<file path="src/rtl/spi_host_pkg.sv">
// spi_host_pkg
//   Shared types and constants for the SPI host transfer engine.
//   - spi_host_state_e : engine FSM states (IDLE, SHIFT, GAP)
//   - BYTE_W           : bits per payload byte
//   - DEF_*            : default engine parameters
//   - clamp_len/idx_w  : small elaboration/run-time helpers
package spi_host_pkg;

    localparam int BYTE_W        = 8;
    localparam int DEF_MAX_BYTES = 4;
    localparam int DEF_RX_SKEW   = 1;
    localparam int DEF_CS_GAP    = 2;

    typedef enum logic [1:0] {
        IDLE  = 2'd0,
        SHIFT = 2'd1,
        GAP   = 2'd2
    } spi_host_state_e;

    // Limit a requested byte count (minus one) to the largest the engine holds.
    function automatic int unsigned clamp_len(input int unsigned len, input int unsigned max_len);
        return (len > max_len) ? max_len : len;
    endfunction

    // Index width for n items, never narrower than one bit.
    function automatic int unsigned idx_w(input int unsigned n);
        return (n > 1) ? $clog2(n) : 1;
    endfunction

endpackage

</file>
<file path="src/rtl/spi_host_if.sv">
// spi_host_if
//   Request/response bundle between the register-access sequencer (master)
//   and the SPI host engine (slave).
//   Handshake: a frame request is accepted on the sclk posedge where
//   cmd_valid and cmd_ready are both high; cmd_len/tx_data must be stable
//   while cmd_valid is high. done pulses for one cycle with rx_data valid
//   from the same posedge. busy covers accept through end of the cs_n gap.
//   dbg_state mirrors the engine FSM state for observation.
interface spi_host_if #(
    parameter int MAX_BYTES = spi_host_pkg::DEF_MAX_BYTES
);
    import spi_host_pkg::*;

    localparam int LEN_W  = idx_w(MAX_BYTES);
    localparam int DATA_W = BYTE_W * MAX_BYTES;

    logic                    cmd_valid;
    logic                    cmd_ready;
    logic [LEN_W-1:0]        cmd_len;
    logic [DATA_W-1:0]       tx_data;
    logic [DATA_W-1:0]       rx_data;
    logic                    done;
    logic                    busy;
    spi_host_state_e         dbg_state;

    modport master (
        output cmd_valid, cmd_len, tx_data,
        input  cmd_ready, rx_data, done, busy, dbg_state
    );

    modport slave (
        input  cmd_valid, cmd_len, tx_data,
        output cmd_ready, rx_data, done, busy, dbg_state
    );

endinterface

</file>
<file path="src/rtl/spi_host_capture.sv">
// spi_host_capture
//   Negedge receive path. While cs_n is low, every falling sclk edge samples
//   mosi; the first RX_SKEW samples are dropped (peripheral lags one sclk),
//   the rest fill the shadow payload MSB-first, byte 0 first. With cs_n high
//   the counter and shadow are cleared, ready for the next frame.
//   Ports: sclk, rst_n (async, active low), cs_n, mosi in;
//          shadow (payload), byte_done (one sclk period after each byte),
//          byte_idx (index of the byte just completed) out.
module spi_host_capture
    import spi_host_pkg::*;
#(
    parameter int MAX_BYTES = DEF_MAX_BYTES,
    parameter int RX_SKEW   = DEF_RX_SKEW
) (
    input  logic                          sclk,
    input  logic                          rst_n,
    input  logic                          cs_n,
    input  logic                          mosi,
    output logic [BYTE_W*MAX_BYTES-1:0]   shadow,
    output logic                          byte_done,
    output logic [idx_w(MAX_BYTES)-1:0]   byte_idx
);
    localparam int DATA_W = BYTE_W * MAX_BYTES;
    localparam int CNT_W  = $clog2(DATA_W + RX_SKEW + 1);
    localparam int TX_IW  = idx_w(DATA_W);
    localparam int BI_W   = idx_w(MAX_BYTES);

    logic [CNT_W-1:0]  cap_cnt_q, cap_cnt_d;
    logic [DATA_W-1:0] shadow_q, shadow_d;
    logic              byte_done_q, byte_done_d;
    logic [BI_W-1:0]   byte_idx_q, byte_idx_d;
    logic [CNT_W-1:0]  cap_idx;

    always_comb begin
        cap_cnt_d   = cap_cnt_q;
        shadow_d    = shadow_q;
        byte_done_d = 1'b0;
        byte_idx_d  = byte_idx_q;
        cap_idx     = cap_cnt_q - CNT_W'(RX_SKEW);
        if (cs_n) begin
            cap_cnt_d = '0;
            shadow_d  = '0;
        end else begin
            cap_cnt_d = cap_cnt_q + CNT_W'(1);
            if (cap_cnt_q >= CNT_W'(RX_SKEW) && cap_idx < CNT_W'(DATA_W)) begin
                // XOR with 7 maps sequential bit k to byte k/8, bit 7-(k%8).
                shadow_d[cap_idx[TX_IW-1:0] ^ TX_IW'(7)] = mosi;
                if (&cap_idx[2:0]) begin
                    byte_done_d = 1'b1;
                    byte_idx_d  = cap_idx[BI_W+2:3];
                end
            end
        end
    end

    always_ff @(negedge sclk or negedge rst_n) begin
        if (!rst_n) begin
            cap_cnt_q   <= '0;
            shadow_q    <= '0;
            byte_done_q <= 1'b0;
            byte_idx_q  <= '0;
        end else begin
            cap_cnt_q   <= cap_cnt_d;
            shadow_q    <= shadow_d;
            byte_done_q <= byte_done_d;
            byte_idx_q  <= byte_idx_d;
        end
    end

    assign shadow    = shadow_q;
    assign byte_done = byte_done_q;
    assign byte_idx  = byte_idx_q;

endmodule

</file>
<file path="src/rtl/spi_host_engine.sv">
// spi_host_engine
//   SPI host transfer engine toward the PWM peripheral's SPI bridge.
//   Posedge FSM launches payload bits on spi_miso (byte 0 first, MSB first)
//   with spi_cs_n low for 8*(cmd_len+1)+RX_SKEW cycles, then holds cs_n high
//   for CS_GAP cycles before the next frame can start. Returned bits are
//   captured on negedge by spi_host_capture.
//   Ports: sclk, rst_n (async, active low); host (spi_host_if.slave:
//          cmd_valid/cmd_ready/cmd_len/tx_data/rx_data/done/busy/dbg_state);
//          spi_cs_n, spi_miso out; spi_mosi in.
//   Build option SPI_HOST_BYTE_STROBE_EN: adds rx_byte/rx_byte_valid, a
//   one-cycle strobe per received byte, in order.
module spi_host_engine
    import spi_host_pkg::*;
#(
    parameter int MAX_BYTES = DEF_MAX_BYTES,
    parameter int RX_SKEW   = DEF_RX_SKEW,
    parameter int CS_GAP    = DEF_CS_GAP
) (
    input  logic             sclk,
    input  logic             rst_n,
    spi_host_if.slave        host,
    output logic             spi_cs_n,
    output logic             spi_miso,
    input  logic             spi_mosi
`ifdef SPI_HOST_BYTE_STROBE_EN
    ,
    output logic [BYTE_W-1:0] rx_byte,
    output logic              rx_byte_valid
`endif
);
    localparam int DATA_W = BYTE_W * MAX_BYTES;
    localparam int LEN_W  = idx_w(MAX_BYTES);
    localparam int CNT_W  = $clog2(DATA_W + RX_SKEW + 1);
    localparam int TX_IW  = idx_w(DATA_W);
    localparam int GAP_W  = $clog2(CS_GAP + 1);
    localparam int BI_W   = idx_w(MAX_BYTES);
    localparam int GAP_LAST = (CS_GAP > 1) ? CS_GAP - 2 : 0;

    spi_host_state_e   state_q, state_d;
    logic [CNT_W-1:0]  bit_cnt_q, bit_cnt_d;
    logic [GAP_W-1:0]  gap_cnt_q, gap_cnt_d;
    logic [LEN_W-1:0]  len_q, len_d;
    logic [DATA_W-1:0] tx_q, tx_d;
    logic [DATA_W-1:0] rx_q, rx_d;
    logic              done_q, done_d;
    logic              cs_n_q, cs_n_d;
    logic              miso_q, miso_d;

    logic [CNT_W-1:0]  n_bits;
    logic [CNT_W-1:0]  bit_nxt;
    logic [DATA_W-1:0] shadow;
    logic              byte_done;
    logic [BI_W-1:0]   byte_idx;

    spi_host_capture #(
        .MAX_BYTES (MAX_BYTES),
        .RX_SKEW   (RX_SKEW)
    ) u_capture (
        .sclk      (sclk),
        .rst_n     (rst_n),
        .cs_n      (cs_n_q),
        .mosi      (spi_mosi),
        .shadow    (shadow),
        .byte_done (byte_done),
        .byte_idx  (byte_idx)
    );

    assign n_bits  = (CNT_W'(len_q) + CNT_W'(1)) << 3;
    assign bit_nxt = bit_cnt_q + CNT_W'(1);

    always_comb begin
        state_d   = state_q;
        bit_cnt_d = bit_cnt_q;
        gap_cnt_d = gap_cnt_q;
        len_d     = len_q;
        tx_d      = tx_q;
        rx_d      = rx_q;
        done_d    = 1'b0;
        cs_n_d    = cs_n_q;
        miso_d    = miso_q;
        case (state_q)
            IDLE: begin
                if (host.cmd_valid) begin
                    len_d     = LEN_W'(clamp_len(32'(host.cmd_len), MAX_BYTES - 1));
                    tx_d      = host.tx_data;
                    cs_n_d    = 1'b0;
                    miso_d    = host.tx_data[BYTE_W-1];
                    bit_cnt_d = '0;
                    state_d   = SHIFT;
                end
            end
            SHIFT: begin
                bit_cnt_d = bit_nxt;
                if (bit_nxt < n_bits) begin
                    miso_d = tx_q[bit_nxt[TX_IW-1:0] ^ TX_IW'(7)];
                end else begin
                    miso_d = 1'b0;
                end
                // Last cycle covers the skewed final bit returning from the peripheral.
                if (bit_cnt_q == n_bits + CNT_W'(RX_SKEW) - CNT_W'(1)) begin
                    cs_n_d    = 1'b1;
                    rx_d      = shadow;
                    done_d    = 1'b1;
                    gap_cnt_d = '0;
                    state_d   = (CS_GAP > 1) ? GAP : IDLE;
                end
            end
            GAP: begin
                // The IDLE cycle before the next accept is the final gap cycle.
                gap_cnt_d = gap_cnt_q + GAP_W'(1);
                if (gap_cnt_q == GAP_W'(GAP_LAST)) begin
                    state_d = IDLE;
                end
            end
            default: state_d = IDLE;
        endcase
    end

    always_ff @(posedge sclk or negedge rst_n) begin
        if (!rst_n) begin
            state_q   <= IDLE;
            bit_cnt_q <= '0;
            gap_cnt_q <= '0;
            len_q     <= '0;
            tx_q      <= '0;
            rx_q      <= '0;
            done_q    <= 1'b0;
            cs_n_q    <= 1'b1;
            miso_q    <= 1'b0;
        end else begin
            state_q   <= state_d;
            bit_cnt_q <= bit_cnt_d;
            gap_cnt_q <= gap_cnt_d;
            len_q     <= len_d;
            tx_q      <= tx_d;
            rx_q      <= rx_d;
            done_q    <= done_d;
            cs_n_q    <= cs_n_d;
            miso_q    <= miso_d;
        end
    end

    assign host.cmd_ready = (state_q == IDLE);
    assign host.busy      = (state_q != IDLE);
    assign host.done      = done_q;
    assign host.rx_data   = rx_q;
    assign host.dbg_state = state_q;
    assign spi_cs_n       = cs_n_q;
    assign spi_miso       = miso_q;

`ifdef SPI_HOST_BYTE_STROBE_EN
    logic [BYTE_W-1:0] rx_byte_q, rx_byte_d;
    logic              rx_byte_valid_q, rx_byte_valid_d;

    // byte_done is held a full sclk period by the negedge side, so exactly
    // one posedge sees it per byte.
    always_comb begin
        rx_byte_valid_d = byte_done;
        rx_byte_d       = rx_byte_q;
        if (byte_done) begin
            rx_byte_d = shadow[{byte_idx, 3'b000} +: BYTE_W];
        end
    end

    always_ff @(posedge sclk or negedge rst_n) begin
        if (!rst_n) begin
            rx_byte_q       <= '0;
            rx_byte_valid_q <= 1'b0;
        end else begin
            rx_byte_q       <= rx_byte_d;
            rx_byte_valid_q <= rx_byte_valid_d;
        end
    end

    assign rx_byte       = rx_byte_q;
    assign rx_byte_valid = rx_byte_valid_q;
`else
    logic unused_byte_strobe;
    assign unused_byte_strobe = ^{byte_done, byte_idx};
`endif

endmodule

</file>
<file path="src/flat_wrapper.sv">
// flat-port wrapper written by rule: the top's interface ports become plain ports
module spi_host_engine_flat import spi_host_pkg::*;
#(
    parameter int MAX_BYTES = DEF_MAX_BYTES,
    parameter int RX_SKEW   = DEF_RX_SKEW,
    parameter int CS_GAP    = DEF_CS_GAP
)
  (sclk, rst_n, spi_cs_n, spi_miso, spi_mosi, host_cmd_valid, host_cmd_len, host_tx_data, host_cmd_ready, host_rx_data, host_done, host_busy, host_dbg_state);
  spi_host_if #(.MAX_BYTES(MAX_BYTES)) host_i ();
  input  logic sclk;
  input  logic rst_n;
  output logic spi_cs_n;
  output logic spi_miso;
  input  logic spi_mosi;
  input wire logic [$bits(host_i.cmd_valid)-1:0] host_cmd_valid;
  input wire logic [$bits(host_i.cmd_len)-1:0] host_cmd_len;
  input wire logic [$bits(host_i.tx_data)-1:0] host_tx_data;
  output wire logic [$bits(host_i.cmd_ready)-1:0] host_cmd_ready;
  output wire logic [$bits(host_i.rx_data)-1:0] host_rx_data;
  output wire logic [$bits(host_i.done)-1:0] host_done;
  output wire logic [$bits(host_i.busy)-1:0] host_busy;
  output wire logic [$bits(host_i.dbg_state)-1:0] host_dbg_state;
  assign host_i.cmd_valid = host_cmd_valid;
  assign host_i.cmd_len = host_cmd_len;
  assign host_i.tx_data = host_tx_data;
  assign host_cmd_ready = host_i.cmd_ready;
  assign host_rx_data = host_i.rx_data;
  assign host_done = host_i.done;
  assign host_busy = host_i.busy;
  assign host_dbg_state = host_i.dbg_state;
  spi_host_engine #(.MAX_BYTES(MAX_BYTES), .RX_SKEW(RX_SKEW), .CS_GAP(CS_GAP)) u_core (.sclk(sclk), .rst_n(rst_n), .host(host_i), .spi_cs_n(spi_cs_n), .spi_miso(spi_miso), .spi_mosi(spi_mosi));
endmodule
</file>
<file path="config.mk">
export PLATFORM = sky130hd
export DESIGN_NAME = spi_host_engine_flat
export DESIGN_NICKNAME = d
export VERILOG_FILES = /design/src/rtl/spi_host_pkg.sv /design/src/rtl/spi_host_if.sv /design/src/rtl/spi_host_capture.sv /design/src/rtl/spi_host_engine.sv /design/src/flat_wrapper.sv
export SDC_FILE = /design/constraint.sdc
export NUM_CORES = 1
export LEC_CHECK = 0
export CORE_ASPECT_RATIO = 0.6
export CORE_MARGIN = 8
export CORE_UTILIZATION = 40
export DETAILED_ROUTE_END_ITERATION = 10
export HOLD_SLACK_MARGIN = 0.12
export PLACE_DENSITY = 0.66
export RECOVER_POWER = 100
export SYNTH_ARGS = -nofsm -noshare
export SYNTH_HDL_FRONTEND = slang
export SYNTH_SLANG_ARGS = --single-unit
</file>
<file path="constraint.sdc">
create_clock -name sclk -period 2.7 [get_ports sclk]
set_input_delay 0.27 -clock sclk [delete_from_list [all_inputs] [get_ports sclk]]
set_output_delay 0.27 -clock sclk [all_outputs]
set_load 0.01 [all_outputs]
</file>
* After elaboration in Yosys (flattened, before gate mapping) *
Cells that the tools add are included.

word-level totals
  register bits after elaboration = 117
  input bits = 38
  output and inout port bits = 39

cells by class
  add/subtract/negate cells = 7
  $lt $le $gt $ge = 6
  equal/unequal tests = 6
  muxes and demuxes = 24
  bitwise logic cells = 2
  reduce and logical (&&, ||, !) cells = 14

operator list
  operator                                                                              count
  32-bit 2-to-1 mux                                                                     2
  32-bit bitwise mux                                                                    1
  6-bit by 1-bit adder with 6-bit output (second input constant)                        3
  5-bit by 6-bit < comparator with 1-bit output (second input constant)                 2
  6-bit 2-to-1 mux                                                                      2
  6-bit one-hot mux with 2 select lines                                                 1
  6-bit by 1-bit subtractor with 6-bit output (second input constant)                   2
  1-bit 2-to-1 mux                                                                      8
  2-bit 2-to-1 mux                                                                      4
  2-bit AND reduction                                                                   4
  2-bit nonzero test                                                                    4
  6-bit equality test                                                                   1
  6-bit by 1-bit greater-or-equal comparator with 1-bit output (second input constant)  1
  6-bit < comparator                                                                    1
  6-bit < comparator (second input constant)                                            1
  3-bit inverter                                                                        2
  2-bit one-hot mux with 3 select lines                                                 1
  3-bit AND reduction                                                                   2
  1-bit binary-select mux with 5-bit select                                             1
  1-bit demux with 5-bit select                                                         1
  5-bit by 1-bit greater-or-equal comparator with 1-bit output (second input constant)  1
  2-bit zero test                                                                       2
  2-bit by 1-bit != test with 1-bit output (second input constant)                      2
  1-bit one-hot mux with 2 select lines                                                 2
  other kinds (7)                                                                       8

* Depth between registers and ports, before layout *
  depth after elaboration = 9
  mapped depth = 10

* Modules after synthesis *
Synthesis repeated with hierarchy kept, for this count alone.

unflattened totals
  cell total of the unflattened synthesis = 571
  area, all modules = 5984.5 um2

by module, submodules not included
  module            times used  cells each  area an instance (um2)  sequential area each (um2)
  spi_host_engine   1           335         3656.0                  1978.1
  spi_host_capture  1           236         2328.5                  1026.0

==> results.yml <==
status:
  outcome: "complete, but fails checks"
  violations: "setup timing"
clock_tree:
  numCtsBuffers: 17
  htreeDepth: 4
  cts_num_sinks: 117
  cts.reportedPaths.clkPinSlew_ns: 0.05
  cts.path.max_buffers: 2
  insertion_delay_ns: 0.41
  post-cts-setup-buffers: 0
  cts_root_buffer: "clkbuf_16"
  cts_tree: "done"
worst_setup_path:
  r2r-start: "u_core.spi_cs_n$_DFFE_PN1P_"
  cp.required_ns: 1.56
  crit_arrival_ns: 1.62
  path_cells: "a31o_1 > a21oi_4 > nor2b_4 > buf_12 > mux2i_1 > o21ai_1"
  cp_max_fo: 32
  path_class: "reg2reg"
  worstSetupStartpointType: "flip-flop"
  critical_path.startpoint: "u_core.spi_cs_n$_DFFE_PN1P_"
  critPathMaxStageDelay_ns: 0.36
  worst_setup_path_end_kind: "flip-flop"
  slowest_stage: "dfstp_2"
grt:
  grt_pass1_vias: 4504
  grt_remaining_overflow: 0
  groute.usage.overall_pct: 15.1
  grt_max_degree: 53
  grt_pass1_wl_mm: 23.3
  antenna_found_initial: 0
hold_path:
  worstHoldPathType: "in2reg"
  hp-start: "host_tx_data[29]"
placed_design:
  hpwl_mm: 9.56
  globalplace.congestion: 0.855
  portBuffers: 76
  dp.cells: 816
cells_and_area:
  antenna_cells: 0
  final_common_cell: "nand2_1"
  nNetsFinal: 688
  instances_no_fill: 849
  utilization_pct: 50.1
  drive_gt1_share_pct: 9.52
  area_growth_pct: 22.6
  layout.cells.most_common_list: "nand2_1, dfrtp_1, dlygate4sd3_1"
timing:
  rsz0062_at_grt: "true"
  fin_skew_ns: 0.0307
  tns_ns: -0.578
  setup_violations: 29
  slew-limit-headroom_pct: 4.95
  hold_ws_ns: 0.389
  drv_slew: 0
  worst_slew_pin_slew_ns: 1.43
  finalHoldViolCount: 0
  final.setup.worst_slack_ns: -0.0566
drt:
  ant_nets: 0
  drc_errors: 0
  wirelength_mm: 13.8
  routedWlPerCell_um: 16.2
  vias: 4266
  vias_per_cell: 5.02
  dr.pass1.iters: 6
  initialDrtViolationCount: 207
yosys:
  ys_seq_area_share_pct: 49.5
  synth_ff_type: "dfrtp_1"
  synthCells: 566
  yosysTopAreaCell: "dfrtp_1"
  syn_nets: 616
  synth_enable_flop_cells: 0
  ys_seq_elements: 117
  synth_area_per_cell_um2: 10.4
  yosysWarningCount: 0
  yosysUniqueCellTypes: 55
  synthArstFlopShare_pct: 100
  synth_area_leaders: "dfrtp_1, dfrtn_1, nand2_1, mux2_4, mux2i_1"
  syn_area_um2: 5910
  post-synth-top-area-fraction_pct: 33.0
floorplan:
  initial_core_util_pct: 40.9
  ios: 77
  fp-row-count: 34
  die_h_um: 110
  die_w_um: 173
  core_um2: 14500
  dieArea_um2: 19100
pwr:
  leakage_nw: 3.58
  vdd_ir_drop_max_mv: 0.534
  p_per_area_nw_per_um2: 1200
job:
  max-cap-violations: 0
## through the flow
step	worst slack [ns]	power [mW]	area, um2
2_1_floorplan	0.0361	5.62	5920
3_3_place_gp	-0.00835	6.61	6800
3_5_place_dp	-0.0490	6.78	6800
4_1_cts	-0.0790	9.02	7380
5_1_grt	-0.121	9.30	7250
6_report	-0.0566	8.70	7250
## sequential cells by signal, summed over array words and instances (netlist names)
name,cells
u_core.host.rx_data,32
u_core.gap_cnt_q,2
u_core.bit_cnt_q,6
u_core.host.dbg_state,2
u_core.len_q,2
u_core.spi_cs_n,1
u_core.tx_q,32
u_core.u_capture.shadow,32
u_core.host.done,1
u_core.u_capture.cap_cnt_q,6
u_core.spi_miso,1
## Yosys cell counts (2+ instances only)
library cell / number
o21ai_0: 10
o21ai_1: 34
clkbuf_1: 15
nand3b_1: 2
mux4_2: 8
inv_1: 14
buf_4: 2
nand3_1: 25
dfrtp_1: 78
and3_1: 3
ha_1: 12
mux2_4: 27
o221ai_1: 2
dfrtn_1: 38
nor2b_1: 5
nand2_1: 169
nor2_1: 12
nor3_1: 2
o2bb2ai_2: 2
mux2i_1: 34
xnor2_1: 10
o22ai_1: 3
a21oi_1: 5
o31ai_1: 2
mux2_1: 5
buf_2: 8
nand2b_1: 2
inv_2: 2
buf_6: 9
## what timing repair did
action / CTS / global route
hold endpoints to repair: 8 / 0
resized for setup: 0 / 1
hold buffers: 1 / 0
setup endpoints to repair: 32 / 32
## final cells by class
class	instances	area (um2)
fill	1332	7210
sequential	117	2930
multi-input combinational	398	2600
timing repair buffer	88	840
clock buffer	23	468
tap	198	248
clock inverter	9	103
inverter	16	60.1
## report_power, final
group | internal, mW | total, mW | switching [mW]
logic | 1.55 | 3.50 | 1.95
registers | 2.45 | 3.02 | 0.572
clock network | 1.40 | 2.18 | 0.780
## logic make-up after synthesis
logic type | Yosys count | synth area share (%)
AND/OR/NAND/NOR | 229 | 16.7
adder cells (fa/ha/maj) | 12 | 2.54
buffers and inverters | 51 | 4.68
multiplexers | 74 | 16.6
flip-flops | 117 | 49.5
XOR/XNOR | 13 | 2.18
AO/OA/AOI/OAI | 70 | 7.81
## critical path: cells and delay by family (launching register included)
| family | cells | cell delay, ns |
|---|---|---|
| AOI/OAI and AO/OA | 3 | 0.46 |
| buffers and inverters | 1 | 0.16 |
| DFF | 1 | 0.36 |
| muxes | 1 | 0.16 |
| and+or+nand+nor | 1 | 0.06 |
## metal layers
layer / global-route usage [%] / up-vias / wire length, um
met1: 21.0 / 2114 / 6940
li1: - / 2041 / -
met5: 0 / - / 0
met2: 22.2 / 96 / 6000
met4: 6.31 / 0 / 148
met3: 4.05 / 15 / 691
## path summary, 6_finish.rpt
check,endpoint,slack [ns],depth (start not counted)
setup / recovery,u_core.u_capture.shadow[2]$_DFFE_NN0P_,-0.06,6
hold reg to reg,u_core.u_capture.shadow[29]$_DFFE_NN0P_,0.47,2
setup reg to reg,u_core.u_capture.shadow[2]$_DFFE_NN0P_,-0.06,6
hold / removal,u_core.tx_q[29]$_DFFE_PN0P_,0.39,3
max in group asynchronous,u_core.u_capture.shadow[17]$_DFFE_NN0P_,0.52,2
min in group asynchronous,u_core.host.rx_data[10]$_DFFE_PN0P_,0.45,2
No activity file was read; power rests on OpenSTA's default activity.
